## src/rtl/bcd_timer_ctrl.sv

```systemverilog
// Sequencing controller for an external 2-digit BCD counter: turns start/pause/clear
// commands into load/enable/direction strobes and detects the terminal count.
module bcd_timer_ctrl #(
    parameter int TICK_DIV = 10,
    parameter int DIV_W    = 4
) (
    input  logic       clk,
    input  logic       rst,
    input  logic       start,
    input  logic       pause,
    input  logic       clear,
    input  logic       dir_up,
    input  logic [3:0] preset_tens,
    input  logic [3:0] preset_units,
    input  logic [3:0] tens,
    input  logic [3:0] units,
    output logic       cnt_en,
    output logic       cnt_up,
    output logic       cnt_load,
    output logic [3:0] load_tens,
    output logic [3:0] load_units,
    output logic       done,
    output logic       busy,
    output logic [2:0] state
);

    typedef enum logic [2:0] {
        S_IDLE   = 3'd0,
        S_LOAD   = 3'd1,
        S_RUN    = 3'd2,
        S_PAUSED = 3'd3,
        S_DONE   = 3'd4
    } state_t;

    localparam logic [DIV_W-1:0] PRESC_LAST = DIV_W'(TICK_DIV - 1);

    state_t           state_q, state_d;
    logic [DIV_W-1:0] presc_q, presc_d;
    logic [3:0]       term_tens_q, term_tens_d;
    logic [3:0]       term_units_q, term_units_d;
    logic             cnt_en_q, cnt_en_d;
    logic             cnt_up_q, cnt_up_d;
    logic             cnt_load_q, cnt_load_d;
    logic [3:0]       load_tens_q, load_tens_d;
    logic [3:0]       load_units_q, load_units_d;
    logic             done_q, done_d;
    logic             busy_q, busy_d;

    logic [3:0]       clamp_tens, clamp_units;
    logic             at_terminal;

    function automatic logic [3:0] clamp_digit(input logic [3:0] d);
        return (d > 4'd9) ? 4'd9 : d;
    endfunction

    assign clamp_tens  = clamp_digit(preset_tens);
    assign clamp_units = clamp_digit(preset_units);

    // Terminal digits are always <= 9, so out-of-range feedback can never match.
    assign at_terminal = (tens == term_tens_q) && (units == term_units_q);

    always_ff @(posedge clk or negedge rst) begin
        if (!rst) begin
            state_q      <= S_IDLE;
            presc_q      <= '0;
            term_tens_q  <= '0;
            term_units_q <= '0;
            cnt_en_q     <= 1'b0;
            cnt_up_q     <= 1'b0;
            cnt_load_q   <= 1'b0;
            load_tens_q  <= '0;
            load_units_q <= '0;
            done_q       <= 1'b0;
            busy_q       <= 1'b0;
        end else begin
            state_q      <= state_d;
            presc_q      <= presc_d;
            term_tens_q  <= term_tens_d;
            term_units_q <= term_units_d;
            cnt_en_q     <= cnt_en_d;
            cnt_up_q     <= cnt_up_d;
            cnt_load_q   <= cnt_load_d;
            load_tens_q  <= load_tens_d;
            load_units_q <= load_units_d;
            done_q       <= done_d;
            busy_q       <= busy_d;
        end
    end

    always_comb begin
        state_d      = state_q;
        presc_d      = presc_q;
        term_tens_d  = term_tens_q;
        term_units_d = term_units_q;
        cnt_en_d     = 1'b0;
        cnt_up_d     = cnt_up_q;
        cnt_load_d   = 1'b0;
        load_tens_d  = 4'd0;
        load_units_d = 4'd0;
        done_d       = 1'b0;

        if (clear) begin
            // Abort also loads 00 so the counter is left in a known state.
            state_d    = S_IDLE;
            cnt_load_d = 1'b1;
        end else begin
            case (state_q)
                S_IDLE, S_DONE: begin
                    if (start) begin
                        state_d    = S_LOAD;
                        cnt_load_d = 1'b1;
                        cnt_up_d   = dir_up;
                        presc_d    = '0;
                        if (dir_up) begin
                            term_tens_d  = clamp_tens;
                            term_units_d = clamp_units;
                        end else begin
                            load_tens_d  = clamp_tens;
                            load_units_d = clamp_units;
                            term_tens_d  = 4'd0;
                            term_units_d = 4'd0;
                        end
                    end
                end
                S_LOAD: begin
                    state_d = S_RUN;
                end
                S_RUN: begin
                    if (at_terminal) begin
                        state_d = S_DONE;
                        done_d  = 1'b1;
                    end else if (pause) begin
                        state_d = S_PAUSED;
                    end else if (presc_q == PRESC_LAST) begin
                        presc_d  = '0;
                        cnt_en_d = 1'b1;
                    end else begin
                        presc_d = presc_q + 1'b1;
                    end
                end
                S_PAUSED: begin
                    if (!pause) begin
                        state_d = S_RUN;
                    end
                end
                default: begin
                    state_d = S_IDLE;
                end
            endcase
        end

        busy_d = (state_d == S_LOAD) || (state_d == S_RUN) || (state_d == S_PAUSED);
    end

    assign cnt_en     = cnt_en_q;
    assign cnt_up     = cnt_up_q;
    assign cnt_load   = cnt_load_q;
    assign load_tens  = load_tens_q;
    assign load_units = load_units_q;
    assign done       = done_q;
    assign busy       = busy_q;
    assign state      = state_q;

endmodule

```

## config.mk

```make
export PLATFORM = sky130hd
export DESIGN_NAME = bcd_timer_ctrl
export DESIGN_NICKNAME = d
export VERILOG_FILES = /design/src/rtl/bcd_timer_ctrl.sv
export SDC_FILE = /design/constraint.sdc
export NUM_CORES = 1
export LEC_CHECK = 0
export ABC_AREA = 1
export CAP_MARGIN = 20
export CORE_MARGIN = 3
export CORE_UTILIZATION = 50
export DETAILED_ROUTE_END_ITERATION = 7
export MAX_ROUTING_LAYER = met4
export PLACE_DENSITY = 0.84
export SETUP_SLACK_MARGIN = 0.4
export SYNTH_ARGS = -nofsm -noshare
export SYNTH_HDL_FRONTEND = slang
export SYNTH_SLANG_ARGS = --single-unit
```

## constraint.sdc

```tcl
create_clock -name clk -period 2.1 [get_ports clk]
set_input_delay 0.42 -clock clk [delete_from_list [all_inputs] [get_ports clk]]
set_output_delay 0.42 -clock clk [all_outputs]
set_load 0.005 [all_outputs]
```

After elaboration in Yosys (flattened, before gate mapping):

Cells that the tools add are included.

* bits in registers: 28
* bits of input ports: 22
* output and inout bits: 16
* logic and storage cells: 70

* mux-type cells: 34
* eq/ne operators: 13
* order comparisons: 2
* bitwise operators: 1
* $add $sub $neg: 1
* reduce and logical (&&, ||, !) cells: 8

Operators with widths (count)
* 4-bit 2-to-1 mux: 16
* 3-bit 2-to-1 mux: 5
* 3-bit by 2-bit == test with 1-bit output (second input constant): 4
* 3-bit case mux with 4 select lines: 1
* 1-bit 2-to-1 mux: 11
* 4-bit == test: 2
* 4-bit greater-than comparator (second input constant): 2
* 4-bit case mux with 2 select lines: 1
* 3-bit by 1-bit == test with 1-bit output (second input constant): 2
* 2-bit inequality test (second input constant): 3
* 5-bit AND reduction: 1
* 4-bit by 1-bit adder with 4-bit output (second input constant): 1
* 4-bit == test (second input constant): 1
* 3-bit == test (second input constant): 1
* 3-bit zero test: 1
* 3-bit AND reduction: 1
* 1-bit logical OR: 2
* 2-bit nonzero test: 1
* 2-bit OR reduction: 1
* 1-bit logical AND: 1
* 1-bit NOT: 1

Logic depth before layout (Yosys ltp):

Gate-level depths: netlist (run 1).

* word-level depth: 8
* gate-level depth with buffers: 10
* gate-level depth less buffers: 10

Worst setup path before layout (run 1):

OpenSTA, ideal clock, no wires.

* path type: register -> register
* start point: register state_q[0] (netlist: state[0])
* end point: register presc_q[2]
* data required time: 1.983 ns
* clock period less this slack: 1.280 ns
* buffers on the path: 0
* library setup time: 0.117 ns
* data arrival time: 1.163 ns
* path slack: 0.820 ns
* cell stages (with the launch flop): 7
* path through: dfrtp_1 nor2_4 nand2_4 a211oi_4 nand2_2 nand2_1 nand2_1

* longest elaborated chain between the ends: 4
* elaborated cells between the ends (all ways): 10
* those cells by class: 5 x eq/ne; 1 x mux; 4 x reduce/logical

Ends and longest elaborated chain
* from (decl): line 37 `state_t state_q, state_d;`
* from (signal assigned): line 76 `state_q <= state_d;`
* 3-bit == test / 3-bit zero test (equally long branches): line 107 `case (state_q)`
* 2-bit OR reduction: line 107
* 2-bit inequality test (no line) / 2-bit nonzero test (equally long branches)
* 5-bit AND reduction (no line)
* to (signal assigned): line 77 `presc_q <= presc_d;`
* to (decl): line 38 `logic [DIV_W-1:0] presc_q, presc_d;`

Parallel ways exist; a longest one is shown, timed or not.
A chain may end at the register's enable or synchronous reset.

Final worst setup path (run 1):

* start point: register state_q[1] (netlist: state[1])
* end point: output state[1]

RTL lines
* to (decl): line 24 `output logic [2:0] state`

No word-level cell between the ends.

==> results by group, run 1 <==
Die
  • Core area: 2340 µm²
  • I/O pin cnt: 38
  • Full die area: 3267 µm²
  • Initial Utilization: 55.94%
  • Die Ht: ~57 µm
  • FP Rows: 17
  • Die X: 57.16 µm

Critical path
  • Worst Path Required: 1.68 ns
  • R2r startpoint: state[0]
  • CP Class: reg2out
  • Critical Path Max Stage Delay: 0.49 ns
  • Family with the most delay on the worst path: buffers and inverters
  • Element type at the critical path end: output port
  • Worst Path Buf+Inv: 1
  • Worst r2r dst: presc_q[0]
  • WP depth: 1
  • Register-to-Register Path Depth: 7
  • Startpoint class of the critical path: register
  • Peak fanout along the critical path: 2
  • Worst EP arrival: 1.20 ns
  • Worst R2R Setup Slack: 0.54 ns
  • Slowest CP cell: clkdlybuf4s50_1
  • Worst path cell trace: clkdlybuf4s50_1

STA
  • Slew headroom: 73.64%
  • Worst Max-Slew Pin Slew: 0.3941 ns
  • Final hold viol count: 0
  • Highest clock rate: 618.3 MHz
  • Final setup fails: 0
  • Fin crit period: 1.617 ns
  • Slew Viols, Final: 0
  • Total Neg Setup Slack: 0 ns
  • Final Cycle Share: around 77%
  • Final Skew: 0.001015 ns
  • Unrepaired setup endpoints after global routing: false

Placed design
  • Port Buffers: 37
  • Placed cell count: 218
  • HPWL after DPL: 2279 µm
  • Placer Congestion: 0.7727

Synth
  • Yosys top cell area share: a little over half
  • Syn nets: 176
  • Mapped Area: 1309 µm²
  • Sequential cell area fraction in the yosys report: 53.54%
  • Mean Syn Cell Area: about 8.6 µm²
  • Area leader, netlist: dfrtp_1
  • Ys Warns: 0
  • Yosys reg bits: 28
  • Synth cell types: 21
  • Cells after Synth: 152
  • Ranking of synthesized cells by area: dfrtp_1, nand2_1, nor2_1

Cells and area
  • Most frequent cells in the layout: nand2_1, clkdlybuf4s50_1, dfrtp_1, nor2_1, inv_1
  • # diodes: 0
  • Share of layout cells above drive strength 1: 11.17%
  • Most common cell after layout, fill and taps aside: nand2_1
  • Layout Utilization: 77.01%
  • NumNets Final: 222
  • Final cell count without fillers: approximately 230
  • Area grow syn2layout: 37.67%
  • Filler cells: 169

Clock network
  • TritonCTS clock tree: built
  • CTS Buffer Depth: 2
  • Reg clk slew, reported paths: 0.15 ns
  • Clk Latency, worst-skew pair: 0.32 ns
  • CTS root buffer: clkbuf_4
  • H-tree depth: 1
  • CTS buffer count: 3
  • Clk sinks: 28

GRT
  • Grt ovf: 0
  • First-pass GRT wire length: 5181 µm
  • Antenna violations before repair: 0
  • GRT Overall Usage: 20.57%
  • Largest net degree at the start of global routing: 29
  • Number of global-route vias before repair: 1,185

Hold path
  • Min-Delay Path Class: in2async

Power
  • Worst VDD drop: 0.5281 mV
  • Pleak: approximately 0.89 nW
  • Power per Cell Area: around 670 nW/µm²

Detailed routing
  • Via count: roughly 1,200
  • Post-route DRC: 0
  • First-pass detailed-route iteration total: 4
  • DR iter-0 viols: 17
  • Drt wl/cell: between 10 and 15 µm
  • Final WL: about 2900 µm
  • Post-route ant nets: 0
  • Via density: 5.129

Job
  • Max_cap viols: 0

Run status
  • Status: complete, no violations
[how the worst max path moves through the flow]
stage / start / to
after floorplan: state[0] / presc_q[2]
after global placement: units[0] / busy
after detailed placement: units[0] / busy
after CTS: state[2] / state[2]
after global routing: load_units[2] / load_units[2]
final: state[1] / state[1]
[cell usage after synthesis (all sizes together)]
master,n
a21oi,1
ha,2
dfrtp,28
xnor2,5
a41oi,1
nor3,2
xor2,1
nand3,8
a211oi,1
nor2,27
nand2,45
o21ai,6
o22ai,4
inv,21
[final cells by class]
type	count	area [µm²]	share of cell area (%)
clock buffers	3	22.52	1.250
clock inverters	1	30.03	1.667
inverters	21	78.83	4.375
multi-input cells	103	529.3	29.37
flip-flops and latches	28	703.2	39.03
well taps	28	35.03	1.944
repair buffers	41	402.9	22.36
[registers in the layout, indices dropped and copies added (netlist names)]
name,cells
busy,1
cnt_en,1
cnt_load,1
cnt_up,1
done,1
load_tens,4
load_units,4
presc_q,4
state,3
term_tens_q,4
term_units_q,4
[per-layer routing]
metal | GRT usage (%) | up-vias | part of all wire (%)
met2 | 36.87 | 34 | 54
li1 | - | 559 | -
met1 | 23.50 | 559 | 40
met5 | - | - | 0
met4 | 5.960 | 0 | 0.62
met3 | 3.394 | 2 | 5.4
[where the power goes]
| part | switching, mW | internal (mW) | total (mW) |
|---|---|---|---|
| Combinational | 0.125 | 0.123 | 0.249 |
| Clock | 0.155 | 0.193 | 0.348 |
| Sequential | 0.0278 | 0.584 | 0.612 |
[logic make-up after synthesis]
kind of cell,count (synthesis),share of synthesized area (%)
xor+xnor,6,4.015
simple gates,82,27.72
buf+inv,21,6.023
fa+ha+maj,2,1.912
compound gates,13,6.787
flops,28,53.54
[through the flow]
stage / setup WS (ns) / hold slack [ns] / area [µm²] / power (mW)
floorplan: 0.8204 / 0.1244 / 1309 / 0.7444
global placement: 0.3519 / 0.4645 / 1722 / 0.8527
detailed placement: 0.3026 / 0.4943 / 1722 / 0.8662
CTS: 0.4253 / 0.4488 / 1792 / 1.220
global route: 0.4246 / 0.4479 / 1802 / 1.276
finish: 0.4827 / 0.4451 / 1802 / 1.208
[timing repair]
item	4_1_cts	5_1_grt
setup buffers	2	1
setup endpoints to repair	2	2
resized for setup	2	1
hold buffers	0	0
[worst reg2reg max path, stage by stage, from the launching register on]
cell      delay, ns
dfrtp_2        0.43
buf_4          0.15
nor2_4         0.14
nand2_4        0.09
a211oi_4       0.34
nand2_2        0.13
nand2_1        0.11
nand2_1        0.07
(Power assumes the default switching activity.)
==> run 2: changes to the inputs <==
--- a/config.mk
+++ b/config.mk
@@ -8,10 +8,10 @@
 export ABC_AREA = 1
 export CAP_MARGIN = 20
 export CORE_MARGIN = 3
-export CORE_UTILIZATION = 50
+export CORE_UTILIZATION = 42
 export DETAILED_ROUTE_END_ITERATION = 7
 export MAX_ROUTING_LAYER = met4
-export PLACE_DENSITY = 0.84
+export PLACE_DENSITY = 0.75
 export SETUP_SLACK_MARGIN = 0.4
 export SYNTH_ARGS = -nofsm -noshare
 export SYNTH_HDL_FRONTEND = slang
==> constraint.sdc (replaced) <==
create_clock -name clk -period 1.4 [get_ports clk]
set_input_delay 0.28 -clock clk [delete_from_list [all_inputs] [get_ports clk]]
set_output_delay 0.28 -clock clk [all_outputs]
set_load 0.005 [all_outputs]
==> run 2 against run 1 <==
Compared with the run above: the run now ends with setup timing left; non-clock buffer count grew 15; register-to-register slack worse by 0.54 ns; clock skew up 0.0039 ns; sequential power rose by 50%; critical path type is now reg2reg; largest cell class unchanged.
==> results by group, run 2 (synthesis gave the netlist of run 1 again) <==
Run status
  • Status: complete, but fails checks
  • Violated checks: setup timing

Critical path
  • Peak fanout along the critical path: 5
  • Worst EP arrival: roughly 1.7 ns
  • R2r startpoint: state[0]
  • Worst r2r dst: term_units_q[2]
  • Crit path from: state[0]
  • CP Class: reg2reg
  • Critical Path Sink: term_units_q[2]
  • Register-to-Register Path Depth: 7
  • Worst R2R Setup Slack: -0.002 ns
  • Element type at the critical path end: register
  • Startpoint class of the critical path: register
  • Worst Path Required: 1.66 ns

Cells and area
  • Area grow syn2layout: 54.68%
  • Final cell count without fillers: 244
  • Most frequent cells in the layout: nand2_1, dfrtp_1, clkdlybuf4s50_1, nor2_1, buf_2
  • Finished Cell Area: 2024 µm²
  • Reg area: about 700 µm²
  • Most common cell after layout, fill and taps aside: nand2_1
  • Filler cells: 234
  • Share of layout cells above drive strength 1: between 30% and 40%
  • Multi-input gate area: around 680 µm²
  • # diodes: 0
  • NumNets Final: between 200 and 250
  • Layout Utilization: 70.96%

Detailed routing
  • Drt wl/cell: ~14 µm
  • Post-route DRC: 0
  • DR iter-0 viols: 28
  • First-pass detailed-route iteration total: 4
  • Final WL: ~3300 µm
  • Post-route ant nets: 0
  • Via density: 4.996
  • Via count: 1,219

Power
  • Combinational power share: around 29%
  • Pleak: 1.030 nW
  • Overall power: 1.837 mW
  • Power per Cell Area: slightly above 900 nW/µm²
  • Switch Pwr: 0.5404 mW
  • Sw Ratio: between 20% and 30%
  • Clock share of power: around a fifth
  • Cell Int Power: 1.297 mW
  • Worst VDD drop: 0.6224 mV
  • Seq pwr share: 50.0%

Clock network
  • H-tree depth: 1
  • CTS root buffer: clkbuf_4
  • TritonCTS clock tree: built
  • Clk Latency, worst-skew pair: 0.32 ns
  • Hold_buf cts: 0
  • CTS Buffer Depth: 2
  • Clk sinks: 28
  • CTS buffer count: 3
  • Reg clk slew, reported paths: 0.15 ns

STA
  • Total Neg Setup Slack: -0.001803 ns
  • Final hold viol count: 0
  • Final setup fails: 1
  • Slew Viols, Final: 0
  • Highest clock rate: 713.4 MHz
  • Final Cycle Share: 100.1%
  • Worst Max-Slew Pin Slew: 0.3884 ns
  • Worst hold margin: 0.3010 ns
  • Unrepaired setup endpoints after global routing: true
  • Final Skew: 0.004958 ns
  • Slew headroom: 74.03%
  • Fin crit period: 1.402 ns
  • PnR worst setup slack: -0.001803 ns

GRT
  • Number of global-route vias before repair: around 1,300
  • Grt ovf: 0
  • Largest net degree at the start of global routing: 29
  • First-pass GRT wire length: 5078 µm
  • GRT Overall Usage: 18.27%
  • GR Util met1: about a fifth
  • Global routing usage on met2: 33.48%
  • Met3 global-route usage: 4.752%
  • Antenna violations before repair: 0
  • Busiest grt layer: met2

Die
  • FP Rows: 19
  • Full die area: about 3800 µm²
  • Die Ht: 61.82 µm
  • I/O pin cnt: 38
  • Die X: 61.82 µm
  • Initial Utilization: between 40 and 50%
  • Core area: 2853 µm²

Placed design
  • Placed cell count: 226
  • Port Buffers: 37
  • Placer Congestion: 0.7633
  • Post-DP Area: 1785 µm²
  • Worst slack, placed: -0.2757 ns
  • HPWL after DPL: 2262 µm

Job
  • Max_cap viols: 0

Hold path
  • Min-Delay Path Class: in2async
-- run 2: changes by cell type in the layout (fill, tap and decap cells not counted), moves of 5 or more --
cell and delta:
o21ai_0 -5, nor2_2 +5, buf_6 +8, nor2_1 -8
nand2_1 -5, buf_4 +7, clkdlybuf4s50_1 -15, inv_1 -6
buf_2 +14
-- run 2: worst min path at each step --
stage | slack, ns | to
floorplan | -0.02 | busy
global placement | 0.46 | cnt_up
detailed placement | 0.47 | cnt_up
CTS | 0.30 | cnt_en
global route | 0.29 | presc_q[1]
finish | 0.30 | cnt_en
-- run 2: power groups by stage --
stage                     clock network [mW]  registers (mW)  logic, mW
after global routing                   0.442           0.928      0.581
after floorplan                            0           0.932      0.191
final                                  0.389           0.919      0.529
after detailed placement                   0           0.937      0.388
after CTS                              0.403           0.914      0.448
after global placement                     0           0.933      0.374
-- run 2: area by class of cell --
cell class | instances | share of cell area (%)
Multi-Input combinational cell | 104 | 33.50
Tap cell | 31 | 1.916
Timing Repair Buffer | 56 | 23.79
Sequential cell | 28 | 34.73
Clock buffer | 4 | 1.792
Inverter | 21 | 4.265
-- run 2: worst max-delay path: stages, from the launching register on --
cell and delay, ns:
dfrtp_2 0.43, buf_6 0.13, nor2_4 0.13, nand2_4 0.08, nor2_4 0.20, buf_6 0.16, nand2_8 0.07, o21ai_2 0.15
-- run 2: layer usage --
layer	wire length (µm)	share of wire (%)
met3	210	6.3
met5	0	0
met1	1294	39
met2	1818	54
met4	14	0.42
-- run 2: timing repair --
action | CTS | global route
cloned | 0 | 1
setup buffers | 8 | 5
gates resized for setup | 79 | 35
pin swaps | 7 | 15
setup endpoints to repair | 43 | 44
==> run 3: changes to the inputs <==
--- a/config.mk
+++ b/config.mk
@@ -9,10 +9,10 @@
 export CAP_MARGIN = 20
 export CORE_MARGIN = 3
 export CORE_UTILIZATION = 42
+export CTS_CLUSTER_SIZE = 30
 export DETAILED_ROUTE_END_ITERATION = 7
 export MAX_ROUTING_LAYER = met4
 export PLACE_DENSITY = 0.75
-export SETUP_SLACK_MARGIN = 0.4
 export SYNTH_ARGS = -nofsm -noshare
 export SYNTH_HDL_FRONTEND = slang
 export SYNTH_SLANG_ARGS = --single-unit
==> run 3 against run 2 <==
Compared with the run above: the flow still finishes with violations (setup timing); global-route usage down 0.58 points; via count fell by 3.0%; wire length shrank 11%; worst hold slack lost 0.012 ns; worst setup slack better by 0.00061 ns.
==> results by group, run 3 (synthesis gave the netlist of run 1 again) <==
Clock network
  • CTS Buffer Depth: 2
  • Reg clk slew, reported paths: about 0.16 ns
  • TritonCTS clock tree: built
  • CTS root buffer: clkbuf_4
  • CTS buffer count: 3
  • Clk sinks: 28
  • Hold_buf cts: 0
  • Clk Latency, worst-skew pair: around 0.32 ns
  • H-tree depth: 1

Run status
  • Violated checks: setup timing
  • Status: complete, but fails checks

GRT
  • GRT Overall Usage: between 10% and 20%
  • Largest net degree at the start of global routing: 29
  • First-pass GRT wire length: 4961 µm
  • Grt ovf: 0
  • Antenna violations before repair: 0
  • Number of global-route vias before repair: ~1,200

Die
  • Core area: 2853 µm²
  • FP Rows: 19
  • I/O pin cnt: 38
  • Die X: 61.82 µm
  • Die Ht: roughly 60 µm
  • Full die area: 3822 µm²
  • Initial Utilization: 45.88%

STA
  • Fin crit period: 1.401 ns
  • Final setup fails: 1
  • PnR worst setup slack: -0.001190 ns
  • Unrepaired setup endpoints after global routing: true
  • Worst Max-Slew Pin Slew: 0.3068 ns
  • Total Neg Setup Slack: -0.001190 ns
  • Final hold viol count: 0
  • Slew headroom: 79.48%
  • Slew Viols, Final: 0
  • Final Cycle Share: 100.1%
  • Final Skew: 0.01633 ns
  • Highest clock rate: 713.7 MHz

Detailed routing
  • Post-route ant nets: 0
  • Via density: 4.946
  • Post-route DRC: 0
  • Via count: between 1,000 and 1,500
  • Final WL: 2980 µm
  • Drt wl/cell: roughly 12 µm
  • First-pass detailed-route iteration total: 4
  • DR iter-0 viols: 28

Placed design
  • Port Buffers: 37
  • Placed cell count: ~230
  • HPWL after DPL: about 2200 µm
  • Placer Congestion: 0.7899

Critical path
  • Worst path cell trace: buf_6 -> nor2_4 -> nand2_4 -> a211oi_4 -> nand2_2 -> nand2_2 -> nand2_1
  • Peak fanout along the critical path: 4
  • Slowest CP cell: dfrtp_2
  • Most used cell, CP: nand2_2
  • Worst Path Required: 1.64 ns
  • Worst EP arrival: 1.64 ns
  • CP Class: reg2reg
  • Crit path from: state[0]
  • Worst r2r dst: presc_q[1]
  • Critical Path Max Stage Delay: 0.43 ns
  • Worst R2R Setup Slack: -0.001 ns
  • Startpoint class of the critical path: register
  • Critical Path Sink: presc_q[1]
  • R2r startpoint: state[0]
  • Element type at the critical path end: register
  • Register-to-Register Path Depth: 7

Cells and area
  • Reg area: 703.2 µm²
  • NumNets Final: around 230
  • Final cell count without fillers: 239
  • # diodes: 0
  • Filler cells: 217
  • Multi-input gate area: ~600 µm²
  • Most frequent cells in the layout: nand2_1, dfrtp_1, clkdlybuf4s50_1, inv_1, dlygate4sd2_1
  • Area grow syn2layout: 48.95%
  • Most common cell after layout, fill and taps aside: nand2_1
  • Share of layout cells above drive strength 1: approximately 22%

Power
  • Switch Pwr: 0.4923 mW
  • Combinational power share: 23.2%
  • Power per Cell Area: 963.6 nW/µm²
  • Worst VDD drop: 0.5418 mV
  • Cell Int Power: 1.386 mW
  • Pleak: roughly 1 nW
  • Overall power: 1.878 mW
  • Seq pwr share: 48.9%
  • Sw Ratio: between 20% and 30%
  • Clock share of power: 27.9%

Hold path
  • Min-Delay Path Class: in2async

Job
  • Max_cap viols: 0
-- run 3: cell types whose count changed in the layout (fill, tap and decap cells not counted), sizes merged --
cell,previous run,this run
bufinv,0,1
nand2,46,45
dlygate4sd2,1,16
clkbuf,4,3
buf,34,15
-- run 3: repair_timing --
action / 4_1_cts / 5_1_grt
endpoints found under the hold margin: 0 / 0
setup endpoints to repair: 17 / 19
pin swaps: 4 / 7
resized for setup: 21 / 22
buffers inserted: 6 / 3
-- run 3: cell type report --
type | count | area share (%)
flip-flops and latches | 28 | 36.07
well taps | 31 | 1.990
repair buffers | 52 | 24.97
clock inverters | 1 | 1.540
multi-input cells | 103 | 29.97
clock buffers | 3 | 1.155
inverters | 21 | 4.300
-- run 3: through the flow --
| step | setup WS [ns] | area, µm² | hold WS, ns | utilization, % |
|---|---|---|---|---|
| final | -0.001190 | 1949 | 0.2890 | 68.33 |
| after global routing | -0.09120 | 1949 | 0.2838 | 68.33 |
| after CTS | 0.004067 | 1871 | 0.2964 | 65.57 |
| after detailed placement | -0.2989 | 1783 | 0.4609 | 62.50 |
| after global placement | -0.2381 | 1783 | 0.4544 | 62.50 |
| after floorplan | 0.1204 | 1309 | -0.01559 | - |
-- run 3: power groups by stage --
stage               sequential [mW]  clock [mW]  combinational [mW]
detailed placement            0.938           0               0.382
global placement              0.934           0               0.368
floorplan                     0.932           0               0.185
CTS                           0.916       0.536               0.401
finish                        0.918       0.524               0.436
global route                  0.927       0.571               0.490
-- run 3: per-layer routing --
layer / vias up / track usage [%] / part of all wire [%]
met5: - / - / 0
met1: 559 / 20.18 / 42
met3: 2 / 3.512 / 6.8
met4: 0 / 3.939 / 0.77
li1: 583 / - / -
met2: 38 / 31.84 / 50
-- run 3: how the worst min path moves through the flow --
stage	end	slack, ns	cells after the start
after floorplan	busy	-0.02	0
after global placement	cnt_up	0.45	2
after detailed placement	cnt_up	0.46	2
after CTS	cnt_en	0.30	2
after global routing	cnt_en	0.28	2
final	presc_q[1]	0.29	2
-- run 3: critical path: cells and delay by family, from the launching register on --
kind	cells	cell delay [ns]
AOI/OAI and AO/OA	1	0.28
DFF	1	0.43
and+or+nand+nor	5	0.48
buffers and inverters	1	0.13
